**src/rtl/mem_pkg.sv**
```systemverilog
// Shared types and helpers for the CPU-side Avalon memory master and its
// lane steering logic (also intended for reuse by the future cache).
package mem_pkg;

  // Access size encoding as presented by the CPU datapath; 2'd3 is illegal
  typedef enum logic [1:0] {
    SIZE_BYTE = 2'd0,
    SIZE_HALF = 2'd1,
    SIZE_WORD = 2'd2
  } size_e;

  typedef enum logic [1:0] {
    IDLE  = 2'd0,
    BUS   = 2'd1,
    RDATA = 2'd2,
    RESP  = 2'd3
  } state_e;

  // Byte-lane mask for an access at lane offset 0
  function automatic logic [3:0] size_mask(input logic [1:0] size);
    case (size)
      SIZE_BYTE: size_mask = 4'b0001;
      SIZE_HALF: size_mask = 4'b0011;
      SIZE_WORD: size_mask = 4'b1111;
      default:   size_mask = 4'b0000;
    endcase
  endfunction

endpackage

```
**src/rtl/lane_steer.sv**
```systemverilog
// Combinational lane steering: store data replication, byteenable generation
// and load extraction with sign/zero extension for a DATA_W-wide bus.
module lane_steer
  import mem_pkg::*;
#(
  parameter  int DATA_W    = 32,
  localparam int NLANES    = DATA_W / 8,
  localparam int LANE_BITS = $clog2(DATA_W / 8)
) (
  input  logic [LANE_BITS-1:0] off,
  input  logic [1:0]           size,
  input  logic                 sign_ext,
  input  logic [31:0]          wdata,
  input  logic [DATA_W-1:0]    rdata_bus,
  output logic [DATA_W-1:0]    wdata_bus,
  output logic [NLANES-1:0]    be,
  output logic [31:0]          rdata
);

  logic [DATA_W-1:0] shifted;
  logic signed [7:0]  byte_s;
  logic signed [15:0] half_s;

  // Replicate store data at its own size so byte 0 lands on every aligned lane
  always_comb begin
    case (size)
      SIZE_BYTE: wdata_bus = {NLANES{wdata[7:0]}};
      SIZE_HALF: wdata_bus = {(NLANES / 2){wdata[15:0]}};
      default:   wdata_bus = {(NLANES / 4){wdata}};
    endcase
    be = NLANES'(size_mask(size)) << off;
  end

  // Bring the addressed lane down to bit 0, truncate to size, then extend
  always_comb begin
    shifted = rdata_bus >> {off, 3'b000};
    byte_s  = shifted[7:0];
    half_s  = shifted[15:0];
    case (size)
      SIZE_BYTE: rdata = sign_ext ? 32'(byte_s) : 32'(shifted[7:0]);
      SIZE_HALF: rdata = sign_ext ? 32'(half_s) : 32'(shifted[15:0]);
      default:   rdata = shifted[31:0];
    endcase
  end

endmodule

```
**src/rtl/avalon_mem_master.sv**
```systemverilog
// CPU-to-Avalon memory master: one outstanding request, byte/half/word
// sizing, misalignment detection and registered bus outputs.
// Optional feature: define AVALON_TIMEOUT_EN to abort a bus cycle after
// TIMEOUT_CYCLES consecutive waitrequest cycles with an error response.
module avalon_mem_master
  import mem_pkg::*;
#(
  parameter  int ADDR_W         = 32,
  parameter  int DATA_W         = 32,
  parameter  int TIMEOUT_CYCLES = 256,
  localparam int NLANES         = DATA_W / 8,
  localparam int LANE_BITS      = $clog2(DATA_W / 8)
) (
  input  logic              clk,
  input  logic              reset,
  input  logic              req_valid,
  output logic              req_ready,
  input  logic              req_write,
  input  logic [ADDR_W-1:0] req_addr,
  input  logic [1:0]        req_size,
  input  logic              req_signed,
  input  logic [31:0]       req_wdata,
  output logic              rsp_valid,
  output logic [31:0]       rsp_rdata,
  output logic              rsp_err,
  output logic [ADDR_W-1:0] address,
  output logic              read,
  output logic              write,
  input  logic              waitrequest,
  output logic [DATA_W-1:0] writedata,
  output logic [NLANES-1:0] byteenable,
  input  logic [DATA_W-1:0] readdata
);

  if (DATA_W < 32 || (DATA_W & (DATA_W - 1)) != 0) begin : g_bad_data_w
    $error("DATA_W must be a power of two no smaller than 32");
  end
  if (TIMEOUT_CYCLES < 1) begin : g_bad_timeout
    $error("TIMEOUT_CYCLES must be at least 1");
  end

  state_e              state_q, state_d;
  logic                req_ready_q, req_ready_d;
  logic                rsp_valid_q, rsp_valid_d;
  logic [31:0]         rsp_rdata_q, rsp_rdata_d;
  logic                rsp_err_q, rsp_err_d;
  logic [ADDR_W-1:0]   address_q, address_d;
  logic                read_q, read_d;
  logic                write_q, write_d;
  logic [DATA_W-1:0]   writedata_q, writedata_d;
  logic [NLANES-1:0]   byteenable_q, byteenable_d;
  logic [1:0]          size_q, size_d;
  logic                signed_q, signed_d;
  logic [LANE_BITS-1:0] off_q, off_d;
`ifdef AVALON_TIMEOUT_EN
  localparam int CNT_W = $clog2(TIMEOUT_CYCLES + 1);
  logic [CNT_W-1:0]    cnt_q, cnt_d;
`endif

  logic                 bad_req;
  logic [LANE_BITS-1:0] ls_off;
  logic [1:0]           ls_size;
  logic [DATA_W-1:0]    ls_wdata;
  logic [NLANES-1:0]    ls_be;
  logic [31:0]          ls_rdata;

  // While idle the steering sees the incoming request; afterwards the latched one
  assign ls_off  = (state_q == IDLE) ? req_addr[LANE_BITS-1:0] : off_q;
  assign ls_size = (state_q == IDLE) ? req_size : size_q;
  assign bad_req = (req_size == 2'd3)
                || (req_size == SIZE_HALF && req_addr[0])
                || (req_size == SIZE_WORD && req_addr[1:0] != 2'b00);

  lane_steer #(.DATA_W(DATA_W)) u_lane_steer (
    .off       (ls_off),
    .size      (ls_size),
    .sign_ext  (signed_q),
    .wdata     (req_wdata),
    .rdata_bus (readdata),
    .wdata_bus (ls_wdata),
    .be        (ls_be),
    .rdata     (ls_rdata)
  );

  // Next-state and next-output computation for the request/bus FSM
  always_comb begin
    state_d      = state_q;
    req_ready_d  = req_ready_q;
    rsp_valid_d  = 1'b0;
    rsp_rdata_d  = rsp_rdata_q;
    rsp_err_d    = rsp_err_q;
    address_d    = address_q;
    read_d       = read_q;
    write_d      = write_q;
    writedata_d  = writedata_q;
    byteenable_d = byteenable_q;
    size_d       = size_q;
    signed_d     = signed_q;
    off_d        = off_q;
`ifdef AVALON_TIMEOUT_EN
    cnt_d        = cnt_q;
`endif
    case (state_q)
      IDLE: begin
        req_ready_d = 1'b1;
        if (req_valid && req_ready_q) begin
          req_ready_d = 1'b0;
          size_d      = req_size;
          signed_d    = req_signed;
          off_d       = req_addr[LANE_BITS-1:0];
          if (bad_req) begin
            state_d     = RESP;
            rsp_valid_d = 1'b1;
            rsp_err_d   = 1'b1;
            rsp_rdata_d = '0;
          end else begin
            state_d      = BUS;
            address_d    = {req_addr[ADDR_W-1:LANE_BITS], {LANE_BITS{1'b0}}};
            read_d       = ~req_write;
            write_d      = req_write;
            writedata_d  = ls_wdata;
            byteenable_d = ls_be;
`ifdef AVALON_TIMEOUT_EN
            cnt_d        = '0;
`endif
          end
        end
      end
      BUS: begin
        if (!waitrequest) begin
          read_d  = 1'b0;
          write_d = 1'b0;
          if (write_q) begin
            state_d     = RESP;
            rsp_valid_d = 1'b1;
            rsp_err_d   = 1'b0;
            rsp_rdata_d = '0;
          end else begin
            state_d = RDATA;
          end
        end
`ifdef AVALON_TIMEOUT_EN
        else if (cnt_q == CNT_W'(TIMEOUT_CYCLES - 1)) begin
          read_d      = 1'b0;
          write_d     = 1'b0;
          state_d     = RESP;
          rsp_valid_d = 1'b1;
          rsp_err_d   = 1'b1;
          rsp_rdata_d = '0;
        end else begin
          cnt_d = cnt_q + 1'b1;
        end
`endif
      end
      RDATA: begin
        state_d     = RESP;
        rsp_valid_d = 1'b1;
        rsp_err_d   = 1'b0;
        rsp_rdata_d = ls_rdata;
      end
      RESP: begin
        state_d     = IDLE;
        req_ready_d = 1'b1;
      end
      default: state_d = IDLE;
    endcase
  end

  // FSM state and all registered outputs; reset drops the bus strobes at once
  always_ff @(posedge clk or negedge reset) begin
    if (!reset) begin
      state_q      <= IDLE;
      req_ready_q  <= 1'b0;
      rsp_valid_q  <= 1'b0;
      rsp_rdata_q  <= '0;
      rsp_err_q    <= 1'b0;
      address_q    <= '0;
      read_q       <= 1'b0;
      write_q      <= 1'b0;
      writedata_q  <= '0;
      byteenable_q <= '0;
`ifdef AVALON_TIMEOUT_EN
      cnt_q        <= '0;
`endif
    end else begin
      state_q      <= state_d;
      req_ready_q  <= req_ready_d;
      rsp_valid_q  <= rsp_valid_d;
      rsp_rdata_q  <= rsp_rdata_d;
      rsp_err_q    <= rsp_err_d;
      address_q    <= address_d;
      read_q       <= read_d;
      write_q      <= write_d;
      writedata_q  <= writedata_d;
      byteenable_q <= byteenable_d;
`ifdef AVALON_TIMEOUT_EN
      cnt_q        <= cnt_d;
`endif
    end
  end

  // Latched request shape used only for load extraction; pure data, no reset
  always_ff @(posedge clk) begin
    size_q   <= size_d;
    signed_q <= signed_d;
    off_q    <= off_d;
  end

  assign req_ready  = req_ready_q;
  assign rsp_valid  = rsp_valid_q;
  assign rsp_rdata  = rsp_rdata_q;
  assign rsp_err    = rsp_err_q;
  assign address    = address_q;
  assign read       = read_q;
  assign write      = write_q;
  assign writedata  = writedata_q;
  assign byteenable = byteenable_q;

endmodule
```
**config.mk**
```make
export PLATFORM = sky130hd
export DESIGN_NAME = avalon_mem_master
export DESIGN_NICKNAME = d
export VERILOG_FILES = /design/src/rtl/mem_pkg.sv /design/src/rtl/lane_steer.sv /design/src/rtl/avalon_mem_master.sv
export SDC_FILE = /design/constraint.sdc
export NUM_CORES = 1
export LEC_CHECK = 0
export CAP_MARGIN = 20
export CELL_PAD_IN_SITES_DETAIL_PLACEMENT = 1
export CELL_PAD_IN_SITES_GLOBAL_PLACEMENT = 1
export CORE_MARGIN = 2
export CORE_UTILIZATION = 29
export DETAILED_ROUTE_END_ITERATION = 8
export GPL_ROUTABILITY_DRIVEN = 1
export GPL_TIMING_DRIVEN = 0
export PLACE_DENSITY_LB_ADDON = 0.08
export SLEW_MARGIN = 20
export SYNTH_ARGS = -nofsm -noshare
export SYNTH_HDL_FRONTEND = slang
export SYNTH_SLANG_ARGS = --single-unit
```
**constraint.sdc**
```tcl
create_clock -name clk -period 2.9 [get_ports clk]
set_input_delay 0.435 -clock clk [delete_from_list [all_inputs] [get_ports clk]]
set_output_delay 0.435 -clock clk [all_outputs]
set_load 0.005 [all_outputs]
```
==> results.yml, run 1 <==
sta:
  relSlewSlack_pct: 30.0
  drv_slew: 0
  setup-violations-final: 0
  fin_crit_ns: 2.79
  finClkSkew_ns: 0.0111
  fmax_ghz: 0.359
  rsz0062_at_grt: "yes"
  final_hold_viol_count: 0
  finalCritPeriodShare_pct: 96.1
  tightest_slew_ns: 1.05
synth:
  netlist_instances: 477
  synth_top_family_by_area: "compound AO/OA/AOI/OAI gates"
  synth_compound_area_share_pct: 17.6
  seq_area_frac_synth_pct: 53.7
  synth.ff_latch_count: 110
  syn_area_sq_um: 5170
  ys_types: 40
  avgSynthCellArea_sq_um: 10.8
  synthAdderAreaFrac_pct: 2.18
  async_flop_share_pct: 95.5
  synthMuxAreaShare_pct: 13.1
  synth-xor-area-share_pct: 0
  synth_edf_count: 5
  ys.flop_type: "dfrtp_1"
  synth-simple-area-share_pct: 9.82
  yosysWarningCount: 0
clock_tree:
  cts_tree: "built"
  cts_root_buffer: "clkbuf_16"
  clk_path_buf_depth: 2
  htreeDepth: 3
  cts_buffers: 9
  clkSlewWorstSetupHoldPaths_ns: 0.08
  numClockSinks: 110
  postCtsHoldBufs: 0
  insertion_delay_ns: 0.36
setup_path:
  required_ns: 3.09
  path_class: "register to register"
  reg2reg_depth: 12
  r2r-end: "rsp_rdata[12]"
  slowest_delay_ns: 0.41
  cp_max_fo: 10
  slowest_stage: "dfrtp_2"
  endpoint_kind: "register"
  cp.arrival_ns: 2.98
  reg2reg_slack_ns: 0.11
  regToRegStartpoint: "state_q[0]"
  path_cells: "inv_1, ha_1, buf_6, clkbuf_4, mux2_2, ha_1, buf_6, nor2_4, nor2b_1, clkbuf_4, a221oi_2, o21ai_0"
  start_kind: "register"
placement:
  placed_area_sq_um: 7570
  placed_cells: 910
  place_congestion: 0.779
  dp_hpwl_microns: 13900
  io_buffer_count: 206
finish:
  regArea_sq_um: 2780
  design_area_sq_um: 8090
  antenna_cells: 0
  multiInputGateArea_sq_um: 2340
  fin_nets: 817
  fillerInstances: 1874
  drive_above_1_share_pct: 15.9
  final_core_util_pct: 46.6
  syn2layout_area_growth_pct: 56.4
  layout.cells.non_filler: 934
detailed_routing:
  ant_nets: 0
  routed_via_density: 5.02
  drcViolationCount: 0
  drt-initial-drc-count: 174
  num_vias: 4691
  firstDrtPassIters: 4
  routed_wl_microns: 18100
  wl_per_cell_microns: 19.4
floorplanning:
  core_region_area_sq_um: 17400
  ioPinCount: 209
  die_w_microns: 138
  fp.dieH_microns: 138
  dieArea_sq_um: 18900
  rows: 48
  start_util_pct: 29.8
hold_path:
  worst_hold_path_type: "input port to asynchronous set/reset pin"
global_routing:
  grt_pass1_vias: 5115
  grt_overflow: 0
  grtUsageTotal_pct: 19.5
  antenna_found_initial: 0
  grt_max_degree: 58
  grt_pass1_wl_microns: 27900
power:
  p_total_mw: 8.09
  ir_drop_mv: 0.372
  p_leak_nw: 3.40
  powerDensity_nw_per_um2: 999
status:
  status: "finished clean"
flow_run:
  timing.max_cap.violations: 0
==> area by class of cell <==
cell class	instances	share of cell area (%)
Timing Repair Buffer	216	26.8
Multi-Input combinational cell	326	28.9
Clock buffer	12	3.31
Tap cell	225	3.48
Inverter	10	0.510
Sequential cell	110	34.3
Buffer	31	2.18
Clock inverter	4	0.448
==> state kept, by name, indices dropped and copies added (netlist names) <==
signal	count
req_ready	1
rsp_rdata	32
writedata	32
size_q	2
read	1
rsp_err	1
address	30
byteenable	4
rsp_valid	1
write	1
state_q	2
signed_q	1
off_q	2
==> worst max-delay path by stage <==
stage,from,endpoint
3_5_place_dp,state_q[0],rsp_rdata[22]
2_1_floorplan,state_q[0],rsp_rdata[16]
3_3_place_gp,reset,write
5_1_grt,state_q[0],rsp_rdata[8]
4_1_cts,state_q[0],rsp_rdata[11]
6_report,state_q[0],rsp_rdata[12]
==> where the power goes <==
part	internal (mW)	switching (mW)	total (mW)
clock	0.672	0.608	1.28
combinational	2.30	1.88	4.18
sequential	2.24	0.395	2.63
total	5.21	2.88	8.09
==> worst max-delay path, delay by kind of cell (launching register included) <==
kind | cells | cell delay [ns]
buffers and inverters | 5 | 0.80
AOI/OAI and AO/OA | 2 | 0.42
DFF | 1 | 0.41
and+or+nand+nor | 2 | 0.19
adders and majority gates | 2 | 0.40
muxes | 1 | 0.40
==> metrics by stage <==
stage | TNS, ns | hold WS, ns | setup slack, ns
after CTS | 0 | 0.0545 | 0.00350
after global routing | -0.0268 | 0.0627 | -0.0140
after global placement | -329.27 | 0.461 | -2.89
after detailed placement | -33.91 | 0.449 | -0.866
after floorplan | 0 | 0.139 | 0.00506
final | 0 | 0.0298 | 0.114
==> repair_timing <==
action,in CTS,in global routing
endpoints found under the setup margin,85,86
pin swaps,2,2
gates cloned,0,0
gates resized for setup,24,18
setup buffers,6,3
==> layout by cell type, fill, tap and decap left out, types with 2 or more instances in the layout <==
cell type / count
mux2_4: 2
nand2b_1: 5
o21ai_0: 36
clkbuf_16: 10
clkbuf_2: 3
clkbuf_1: 16
buf_4: 10
mux2i_1: 9
a22o_1: 22
buf_2: 3
buf_6: 5
clkbuf_4: 4
nor2b_1: 2
o21ai_1: 5
dfrtp_1: 103
ha_1: 9
a221oi_2: 5
dfrtp_2: 2
nand2_1: 61
a32oi_1: 2
a31oi_1: 7
nor2_4: 2
a22oi_1: 3
edfxtp_1: 5
clkinvlp_4: 2
clkdlybuf4s50_1: 205
nor3_1: 4
o31ai_1: 17
inv_1: 8
nor2_1: 29
a221oi_1: 9
conb_1: 2
mux2_2: 47
and3_1: 8
a21oi_1: 21
==> layer usage <==
metal / vias to the layer above / global-route usage (%) / wire (microns)
li1: 2189 / - / -
met1: 2338 / 23.7 / 7540
met2: 149 / 33.1 / 8860
met3: 15 / 5.67 / 1500
met4: 0 / 6.13 / 242
met5: - / 0 / 0
==> cells by family (layout without fill, tap and decap cells) <==
family          Yosys count  after routing
compound gates          136            136
fa+ha+maj                 9              9
buf+inv                  42            273
flops                   110            110
mux                      60             60
other cells               1              2
simple gates            119            119
==> synthesized netlist by cell type (3+ instances only) <==
master / n / area share, %
dfrtp_1: 105 / 51
nand2b_1: 5 / 0.60
clkbuf_1: 23 / 1.7
and3_1: 8 / 0.97
nand2_1: 61 / 4.4
a221oi_1: 15 / 2.5
o21ai_1: 3 / 0.29
mux2_2: 48 / 10
o21ai_0: 38 / 3.7
buf_2: 4 / 0.39
a22o_1: 22 / 3.7
a22oi_1: 3 / 0.44
mux2i_1: 10 / 1.9
ha_1: 9 / 2.2
edfxtp_1: 5 / 2.9
a21oi_1: 21 / 2.0
o31ai_1: 18 / 2.6
nor2_1: 32 / 2.3
inv_1: 9 / 0.65
a31oi_1: 8 / 0.97
nor3_1: 5 / 0.48
Power figures use the tool's default switching activity.
==> inputs of run 2 (changes only) <==
- SLEW_MARGIN: 20 -> 10
==> run 2 against run 1 <==
Net effect: worst hold slack better by 0.45 ns; core utilization down 0.10 points; power down 0.55%; die area unchanged; worst setup slack better by 0.059 ns; combinational power down 1%; via count down 0.72%; register-to-register slack better by 0.06 ns; critical path depth unchanged; first-iteration DRC count down 13%; wire length down 0.67%; global-route usage down 0.15 points; largest cell class unchanged; highest routed layer unchanged.
==> results.yml, run 2 (synthesis results as in run 1) <==
status:
  status: "finished clean"
hold_path:
  hp-start: "byteenable[1]"
  worst_hold_path_type: "register to register"
setup_path:
  cp.arrival_ns: 2.94
  required_ns: 3.12
  regToRegStartpoint: "state_q[0]"
  start_kind: "register"
  endpoint_kind: "register"
  cp_max_fo: 10
  startpoint: "state_q[0]"
  path_class: "register to register"
finish:
  fillerInstances: 1838
  mostFrequentLayoutCell: "clkdlybuf4s50_1"
  design_area_sq_um: 8080
  fin_nets: 815
  drive_above_1_share_pct: 15.4
  antenna_cells: 0
  final_core_util_pct: 46.5
  syn2layout_area_growth_pct: 56.1
  layout_common_cells: "clkdlybuf4s50_1, dfrtp_1, nand2_1"
power:
  p_leak_nw: 3.39
  powerDensity_nw_per_um2: 996
  ir_drop_mv: 0.368
detailed_routing:
  drcViolationCount: 0
  routed_via_density: 5.00
  wl_per_cell_microns: 19.3
  num_vias: 4657
  firstDrtPassIters: 4
  ant_nets: 0
  drt-initial-drc-count: 152
  routed_wl_microns: 18000
floorplanning:
  core_region_area_sq_um: 17400
  dieArea_sq_um: 18900
  start_util_pct: 29.8
  ioPinCount: 209
  die_w_microns: 138
  fp.dieH_microns: 138
  rows: 48
global_routing:
  antenna_found_initial: 0
  grt_pass1_wl_microns: 27600
  grt_max_degree: 80
  grtUsageTotal_pct: 19.3
  grt_overflow: 0
  grt_pass1_vias: 5061
sta:
  fin_crit_ns: 2.73
  fmax_ghz: 0.367
  tns_ns: 0
  finClkSkew_ns: 0.0104
  setup-violations-final: 0
  hold_ws_ns: 0.484
  finalCritPeriodShare_pct: 94.0
  worst_slack_ns: 0.173
  drv_slew: 0
  tightest_slew_ns: 0.819
  final_hold_viol_count: 0
  relSlewSlack_pct: 45.1
  rsz0062_at_grt: "no"
placement:
  io_buffer_count: 206
  dp_slack_ns: -0.858
  placed_area_sq_um: 7570
  dp_hpwl_microns: 13900
  place_congestion: 0.779
clock_tree:
  cts_buffers: 9
  htreeDepth: 3
  cts_tree: "built"
  clk_path_buf_depth: 2
  cts_root_buffer: "clkbuf_16"
  insertion_delay_ns: 0.36
  numClockSinks: 110
  clkSlewWorstSetupHoldPaths_ns: 0.08
flow_run:
  timing.max_cap.violations: 0
==> run 2: path summary, 6_finish.rpt <==
kind	to	slack (ns)	cells after the start
worst max-delay path	rsp_rdata[8]	0.17	12
worst min-delay path	byteenable[1]	0.48	2
worst max register to register	rsp_rdata[8]	0.17	12
worst min register to register	byteenable[1]	0.48	2
max in group asynchronous	state_q[0]	1.68	3
min in group asynchronous	address[17]	0.50	2
==> run 2: worst max-delay path, cell delays in order (launching register included) <==
cell and delay, ns:
dfrtp_2 0.45, inv_1 0.12, ha_1 0.17, buf_6 0.14, buf_6 0.15, mux2_4 0.34
ha_1 0.21, clkbuf_4 0.20, nor2_4 0.15, nor2b_1 0.06, clkbuf_4 0.21, a221oi_1 0.31
o21ai_1 0.09
==> run 2: routing by layer <==
metal | vias to the layer above | track usage (%) | part of all wire [%]
met5 | - | 0 | 0
met4 | 0 | 6.41 | 1.5
met3 | 18 | 5.45 | 7.4
met2 | 139 | 32.4 | 48
met1 | 2322 | 23.9 | 43
li1 | 2178 | - | -
==> run 2: what timing repair did <==
| item | CTS | global route |
|---|---|---|
| gates resized for setup | 25 | 15 |
| gates cloned | 0 | 0 |
| pin swaps | 1 | 3 |
| endpoints found under the hold margin | 26 | 0 |
| endpoints found under the setup margin | 85 | 54 |
| hold buffers | 1 | 0 |
| setup buffers | 3 | 3 |
==> run 2: cell type report <==
cell class                      count  area (sq um)  area share [%]
Buffer                             31           171            2.12
Clock buffer                       12           268            3.32
Clock inverter                      4          35.0           0.434
Inverter                           10          41.3           0.511
Multi-Input combinational cell    326          2340            29.0
Sequential cell                   110          2780            34.4
Tap cell                          225           282            3.49
Timing Repair Buffer              214          2160            26.7
==> run 2: stage by stage <==
step | cells | power, mW
CTS | 929 | 8.05
global placement | 909 | 6.47
finish | 932 | 8.05
detailed placement | 910 | 6.61
floorplan | 478 | 4.38
global route | 932 | 8.65
==> run 2: power breakdown <==
group	switching, mW	internal [mW]
clock network	0.606	0.670
registers	0.408	2.24
logic	1.85	2.27
